**src/rtl/clk_div_gen_if.sv**
```systemverilog
// rtl/clk_div_gen_if.sv - control and status bundle for clk_div_gen
interface clk_div_gen_if #(
  parameter int WIDTH = 17
);
  logic             enable;
  logic             div_load;
  logic [WIDTH-1:0] div_value;
  logic             div_clock;
  logic             tick;
  logic             load_pending;
  logic             load_err;

  modport master (
    output enable,
    output div_load,
    output div_value,
    input  div_clock,
    input  tick,
    input  load_pending,
    input  load_err
  );

  modport slave (
    input  enable,
    input  div_load,
    input  div_value,
    output div_clock,
    output tick,
    output load_pending,
    output load_err
  );
endinterface

```
**src/rtl/clk_div_gen.sv**
```systemverilog
// rtl/clk_div_gen.sv - 50% duty clock divider with glitch-free half-period reload
// Optional tick output is built only when CLK_DIV_GEN_TICK_EN is defined.
module clk_div_gen #(
  parameter int WIDTH     = 17,
  parameter int RESET_DIV = 100000
) (
  input logic          clock,
  input logic          reset,
  clk_div_gen_if.slave bus
);
  localparam logic [WIDTH-1:0] RESET_HP = WIDTH'(RESET_DIV);
  localparam logic [WIDTH-1:0] ONE      = WIDTH'(1);

  logic [WIDTH-1:0] hp_q, hp_d;
  logic [WIDTH-1:0] nxt_q, nxt_d;
  logic [WIDTH-1:0] cnt_q, cnt_d;
  logic             div_clk_q, div_clk_d;
  logic             pend_q, pend_d;
  logic             err_q, err_d;
  logic             boundary;
  logic             load_ok;
  logic             load_bad;

  assign load_ok  = bus.div_load && (bus.div_value != '0);
  assign load_bad = bus.div_load && (bus.div_value == '0);
  assign boundary = bus.enable && (cnt_q == hp_q - ONE);

  always_comb begin
    hp_d      = hp_q;
    nxt_d     = nxt_q;
    cnt_d     = cnt_q;
    div_clk_d = div_clk_q;
    pend_d    = pend_q;
    err_d     = load_bad;
    if (bus.enable) begin
      if (boundary) begin
        cnt_d     = '0;
        div_clk_d = ~div_clk_q;
        // A new half-period only ever starts at a phase edge, so no short phase.
        if (pend_q) begin
          hp_d   = nxt_q;
          pend_d = 1'b0;
        end
      end else begin
        cnt_d = cnt_q + ONE;
      end
    end else if (pend_q) begin
      hp_d   = nxt_q;
      cnt_d  = '0;
      pend_d = 1'b0;
    end
    // A load landing on a boundary is queued behind the value applied there.
    if (load_ok) begin
      nxt_d  = bus.div_value;
      pend_d = 1'b1;
    end
  end

  always_ff @(posedge clock) begin
    if (!reset) begin
      hp_q      <= RESET_HP;
      nxt_q     <= RESET_HP;
      cnt_q     <= '0;
      div_clk_q <= 1'b0;
      pend_q    <= 1'b0;
      err_q     <= 1'b0;
    end else begin
      hp_q      <= hp_d;
      nxt_q     <= nxt_d;
      cnt_q     <= cnt_d;
      div_clk_q <= div_clk_d;
      pend_q    <= pend_d;
      err_q     <= err_d;
    end
  end

`ifdef CLK_DIV_GEN_TICK_EN
  logic tick_q;

  always_ff @(posedge clock) begin
    if (!reset) begin
      tick_q <= 1'b0;
    end else begin
      tick_q <= boundary;
    end
  end

  assign bus.tick = tick_q;
`else
  assign bus.tick = 1'b0;
`endif

  assign bus.div_clock    = div_clk_q;
  assign bus.load_pending = pend_q;
  assign bus.load_err     = err_q;
endmodule

```
**src/flat_wrapper.sv**
```systemverilog
// flat-port wrapper written by rule: the top's interface ports become plain ports
module clk_div_gen_flat 
#(
  parameter int WIDTH     = 17,
  parameter int RESET_DIV = 100000
)
  (clock, reset, bus_enable, bus_div_load, bus_div_value, bus_div_clock, bus_tick, bus_load_pending, bus_load_err);
  clk_div_gen_if #(.WIDTH(WIDTH)) bus_i ();
  input logic clock;
  input logic reset;
  input wire logic [$bits(bus_i.enable)-1:0] bus_enable;
  input wire logic [$bits(bus_i.div_load)-1:0] bus_div_load;
  input wire logic [$bits(bus_i.div_value)-1:0] bus_div_value;
  output wire logic [$bits(bus_i.div_clock)-1:0] bus_div_clock;
  output wire logic [$bits(bus_i.tick)-1:0] bus_tick;
  output wire logic [$bits(bus_i.load_pending)-1:0] bus_load_pending;
  output wire logic [$bits(bus_i.load_err)-1:0] bus_load_err;
  assign bus_i.enable = bus_enable;
  assign bus_i.div_load = bus_div_load;
  assign bus_i.div_value = bus_div_value;
  assign bus_div_clock = bus_i.div_clock;
  assign bus_tick = bus_i.tick;
  assign bus_load_pending = bus_i.load_pending;
  assign bus_load_err = bus_i.load_err;
  clk_div_gen #(.WIDTH(WIDTH), .RESET_DIV(RESET_DIV)) u_core (.clock(clock), .reset(reset), .bus(bus_i));
endmodule
```
**config.mk**
```make
export PLATFORM = sky130hd
export DESIGN_NAME = clk_div_gen_flat
export DESIGN_NICKNAME = d
export VERILOG_FILES = /design/src/rtl/clk_div_gen_if.sv /design/src/rtl/clk_div_gen.sv /design/src/flat_wrapper.sv
export SDC_FILE = /design/constraint.sdc
export NUM_CORES = 1
export LEC_CHECK = 0
export ABC_CLOCK_PERIOD_IN_PS = 3200
export CORE_ASPECT_RATIO = 0.8
export CORE_MARGIN = 2
export CORE_UTILIZATION = 63
export CTS_CLUSTER_DIAMETER = 60
export DETAILED_ROUTE_END_ITERATION = 8
export DONT_BUFFER_PORTS = 1
export PLACE_DENSITY_LB_ADDON = 0.1
export SYNTH_ARGS = -nofsm -noshare
export SYNTH_HDL_FRONTEND = slang
export SYNTH_SLANG_ARGS = --single-unit
```
**constraint.sdc**
```tcl
create_clock -name clock -period 3.2 [get_ports clock]
set_input_delay 0.64 -clock clock [delete_from_list [all_inputs] [get_ports clock]]
set_output_delay 0.64 -clock clock [all_outputs]
set_load 0.02 [all_outputs]
```
# After elaboration in Yosys (flattened, before gate mapping)
# Cells that the tools add are included.
# W data, S select, Z words.
# totals
register_bits	54
latch_bits	0
ram_bits	0
rom_bits	0
inputBits	21
out_inout_bits	4
word_cells	28
memories	0
# classes
n_addsub	2
mul	0
div	0
magnitude_cmp	0
n_eq_ne	3
shift	0
mux	9
n_bitwise	1
reduce_logical	7
# ops
cell	n
$mux W17	6
$add A17 B1 Y17 const B	1
$eq A17 B17 Y1	1
$logic_not A17 Y1	1
$reduce_bool A17 Y1	1
$sub A17 B1 Y17 const B	1
$logic_and A1 B1 Y1	3
$mux W1	3
$ne A3 B1 Y1 const B	1
$ne A2 B1 Y1 const B	1
$reduce_and A2 Y1	1
$reduce_bool A2 Y1	1
$not A1 Y1	1

# Longest topological paths before layout
# logic_depth
ltp_word	6
mapped_depth	10

# Worst setup path before layout
# Ideal clock, no wire load.
# synth_timing
path_type	reg2reg
startpoint	register u_core.hp_q[0]
endpoint	register u_core.cnt_q[13]
arrival_time_ns	2.694
path_slack_ns	0.384
stages_incl_launch_ff	11
n_path_buf	1
cell_sequence	dfxtp_1 inv_1 ha_1 nor3b_1 nand4_1 or4_1 a211o_1 o31a_1 buf_2 and3_1 a221o_1
# synth_via
elab_chain_cells	5
# synth_rtl
element	line	rtl
start: declaration	clk_div_gen.sv:14	logic [WIDTH-1:0] hp_q, hp_d;
start signal: assignment	clk_div_gen.sv:68	hp_q <= hp_d;
$sub A17 B1 Y17	clk_div_gen.sv:26	assign boundary = bus.enable && (cnt_q == hp_q - ONE);
$eq A17 B17 Y1	clk_div_gen.sv:26	
$logic_and A1 B1 Y1	clk_div_gen.sv:26	
$mux W17	clk_div_gen.sv:36	if (boundary) begin
$mux W17	clk_div_gen.sv:35	if (bus.enable) begin
end signal: assignment	clk_div_gen.sv:70	cnt_q <= cnt_d;
end: declaration	clk_div_gen.sv:16	logic [WIDTH-1:0] cnt_q, cnt_d;
# No other way between the ends.
# A chain may end at the register's enable or synchronous reset.

# Worst setup path in the final report
# layout_timing
startpoint	register u_core.hp_q[0]
endpoint	register u_core.cnt_q[11]
# The elaborated chain is that of the path after synthesis.

==> flow_summary.toml <==
[status]
status = "complete, no violations"

[cells_and_area]
diodes = 0
fin_nets = 335
most-common-layout-cells = "54 x dfxtp_1, 32 x nand2_1, 24 x nor2_1"
finalInstanceArea_um2 = 2930
fillCellCount = 341
utilization_pct = 70.2
layout-drive-gt1-share_pct = 8.63
final_cells = 370
syn2layout_area_growth_pct = 7.22
final_common_cell = "dfxtp_1"

[floorplanning]
row_count = 21
die_area_um2 = 4890
io_pins = 25
core_um2 = 4180
chipWidth_um = 77.7
initial_utilization_pct = 65.5
die_y_um = 62.9

[timing]
relSlewSlack_pct = 62.1
min_period_ps = 3020
fin_skew_ps = 5.12
setup_tns_ps = 0
clock.fmax_ghz = 0.331
tightest_slew_ps = 568
hold_viol = 0
layout_worst_path_cycle_share_pct = 94.4
rsz0062_at_grt = "no"
setup_viol = 0
final_max_slew_viol_count = 0

[logic_synthesis]
ys_seq_area_share_pct = 39.5
syn_area_per_cell_um2 = 8.80
yosys_register_bits = 54
synth.area.top_cells = "dfxtp_1 40%, mux2i_1 5.5%, xor2_1 5.1%"
synthArstFlopShare_pct = 0
synth_top_area_share_pct = 39.5
yosys_warnings = 0
synth_flop_cell = "dfxtp_1"
synth-edff-count = 0
yosysUniqueCellTypes = 45
netlist_area_um2 = 2740
synth_fp_nets = 334
synth_cells = 311
synth_top_cell_by_area = "dfxtp_1"

[pwr]
p_leak_nw = 1.22
swShare_pct = 23.5
p_clk_share_pct = 36.1
seq_power_share_pct = 56.2
p_int_mw = 0.969
combPwrFrac_pct = 7.7
ir_drop_v = 0.000419
switching_power_mw = 0.297
powerDensity_nw_per_um2 = 431

[placed_design]
dpl.cell_count = 362
place_hpwl_um = 4510
portBuffers = 0
dpl_cell_area_um2 = 2810
routabilityCongestion = 0.909

[job]
maxCapViolations = 0

[critical_path]
worst-setup-path-type = "flop to flop"
end_kind = "flop"
crit_fanout = 20
crit_required_ps = 3400
start_kind = "flop"
cp.arrival_ps = 3230
r2r_slack_ps = 180

[clock_network]
cts_inserted_buffers = 5
htree_levels = 2
clock_path_buffers = 2
clk_pin_slew_ps = 90
cts_sinks = 54
cts-root-buf = "clkbuf_8"
clk_latency_ps = 310
cts_tree = "done"

[detailed_routing]
post_drt_wl_per_cell_um = 16.3
post-route-drc-count = 0
first_pass_iters = 4
routed_wl_um = 6020
drt_iter0_markers = 166
ant_nets = 0
viasPerCell = 6.04
vias = 2236

[global_routing]
grt.overflow.total = 0
grt_max_degree = 21
grt_usage_pct = 26.6
grt_pass1_wl_um = 10100
antenna_found_initial = 0
grt_pass1_vias = 2088

[worst_hold_path]
hold_class = "primary input to flop"
layer usage:
layer	global-route usage [%]	routed length, um
met2	40.2	2590
met4	6.03	61
met5	0	0
met3	6.50	392
met1	38.3	2980
critical path: stages, from the launching register on:
cell and delay [ps]:
dfxtp_1 350, inv_1 60, ha_1 200, nor3b_2 220, nand4_1 190, or4_1 600, a211o_1 310, o31a_2 500
and3_1 220, a221o_1 260
synthesized netlist by cell type (9+ instances only):
cell type   n
mux2i_1    15
inv_1      13
xnor2_1    13
xor2_1     16
nor3_1      9
nor2_1     24
and3_1     13
a21oi_1    12
nand2_1    32
dfxtp_1    54
a22o_1     14
nand3_1    13
clkbuf_1   11
flip-flops by register name (all words and copies together), names as in the netlist:
name and cells:
u_core.bus.div_clock 1, u_core.nxt_q 17, u_core.cnt_q 17, u_core.bus.load_err 1
u_core.hp_q 17, u_core.bus.load_pending 1
power groups by stage:
| stage | registers [mW] | logic [mW] | clock network (mW) |
|---|---|---|---|
| finish | 0.711 | 0.0979 | 0.457 |
| global route | 0.715 | 0.109 | 0.487 |
| CTS | 0.711 | 0.0969 | 0.466 |
| detailed placement | 0.726 | 0.0963 | 0 |
| global placement | 0.726 | 0.0941 | 0 |
| floorplan | 0.721 | 0.0778 | 0 |
path summary, 6_finish.rpt:
check,start,endpoint,cells after the start
min,reset,u_core.nxt_q[10]$_SDFFE_PN1P_,1
max,u_core.hp_q[0]$_SDFFE_PN0P_,u_core.cnt_q[11]$_SDFFE_PN0P_,9
max reg2reg,u_core.hp_q[0]$_SDFFE_PN0P_,u_core.cnt_q[11]$_SDFFE_PN0P_,9
min reg2reg,u_core.nxt_q[15]$_SDFFE_PN1P_,u_core.hp_q[15]$_SDFFE_PN1P_,2
stage by stage:
step / worst slack, ps / power [mW] / hold WS [ps]
2_1_floorplan: 384 / 0.798 / 424
3_3_place_gp: 113 / 0.820 / 436
3_5_place_dp: 64.1 / 0.823 / 449
4_1_cts: 25.3 / 1.27 / 376
5_1_grt: 8.08 / 1.31 / 374
6_report: 178 / 1.27 / 386
layout make-up:
type | instances | area (um^2) | area share, %
multi-input combinational | 228 | 1550 | 52.8
sequential | 54 | 1080 | 36.8
timing repair buffer | 10 | 75.1 | 2.56
clock buffer | 6 | 72.6 | 2.47
tap | 57 | 71.3 | 2.43
inverter | 13 | 48.8 | 1.66
clock inverter | 2 | 37.5 | 1.28
cell families after synthesis:
group	count (synthesis)	synth area share, %
adder cells (fa/ha/maj)	2	0.914
buffers and inverters	29	4.30
other	1	0.137
AO/OA/AOI/OAI	56	16.0
AND/OR/NAND/NOR	122	23.1
multiplexers	18	6.72
flip-flops	54	39.5
XOR/XNOR	29	9.28
repair_timing:
action / 4_1_cts / 5_1_grt
endpoints found under the setup margin: 0 / 23
setup buffers: 0 / 0
hold buffers: 0 / 0
resized for setup: 0 / 3
Power figures use the tool's default switching activity.
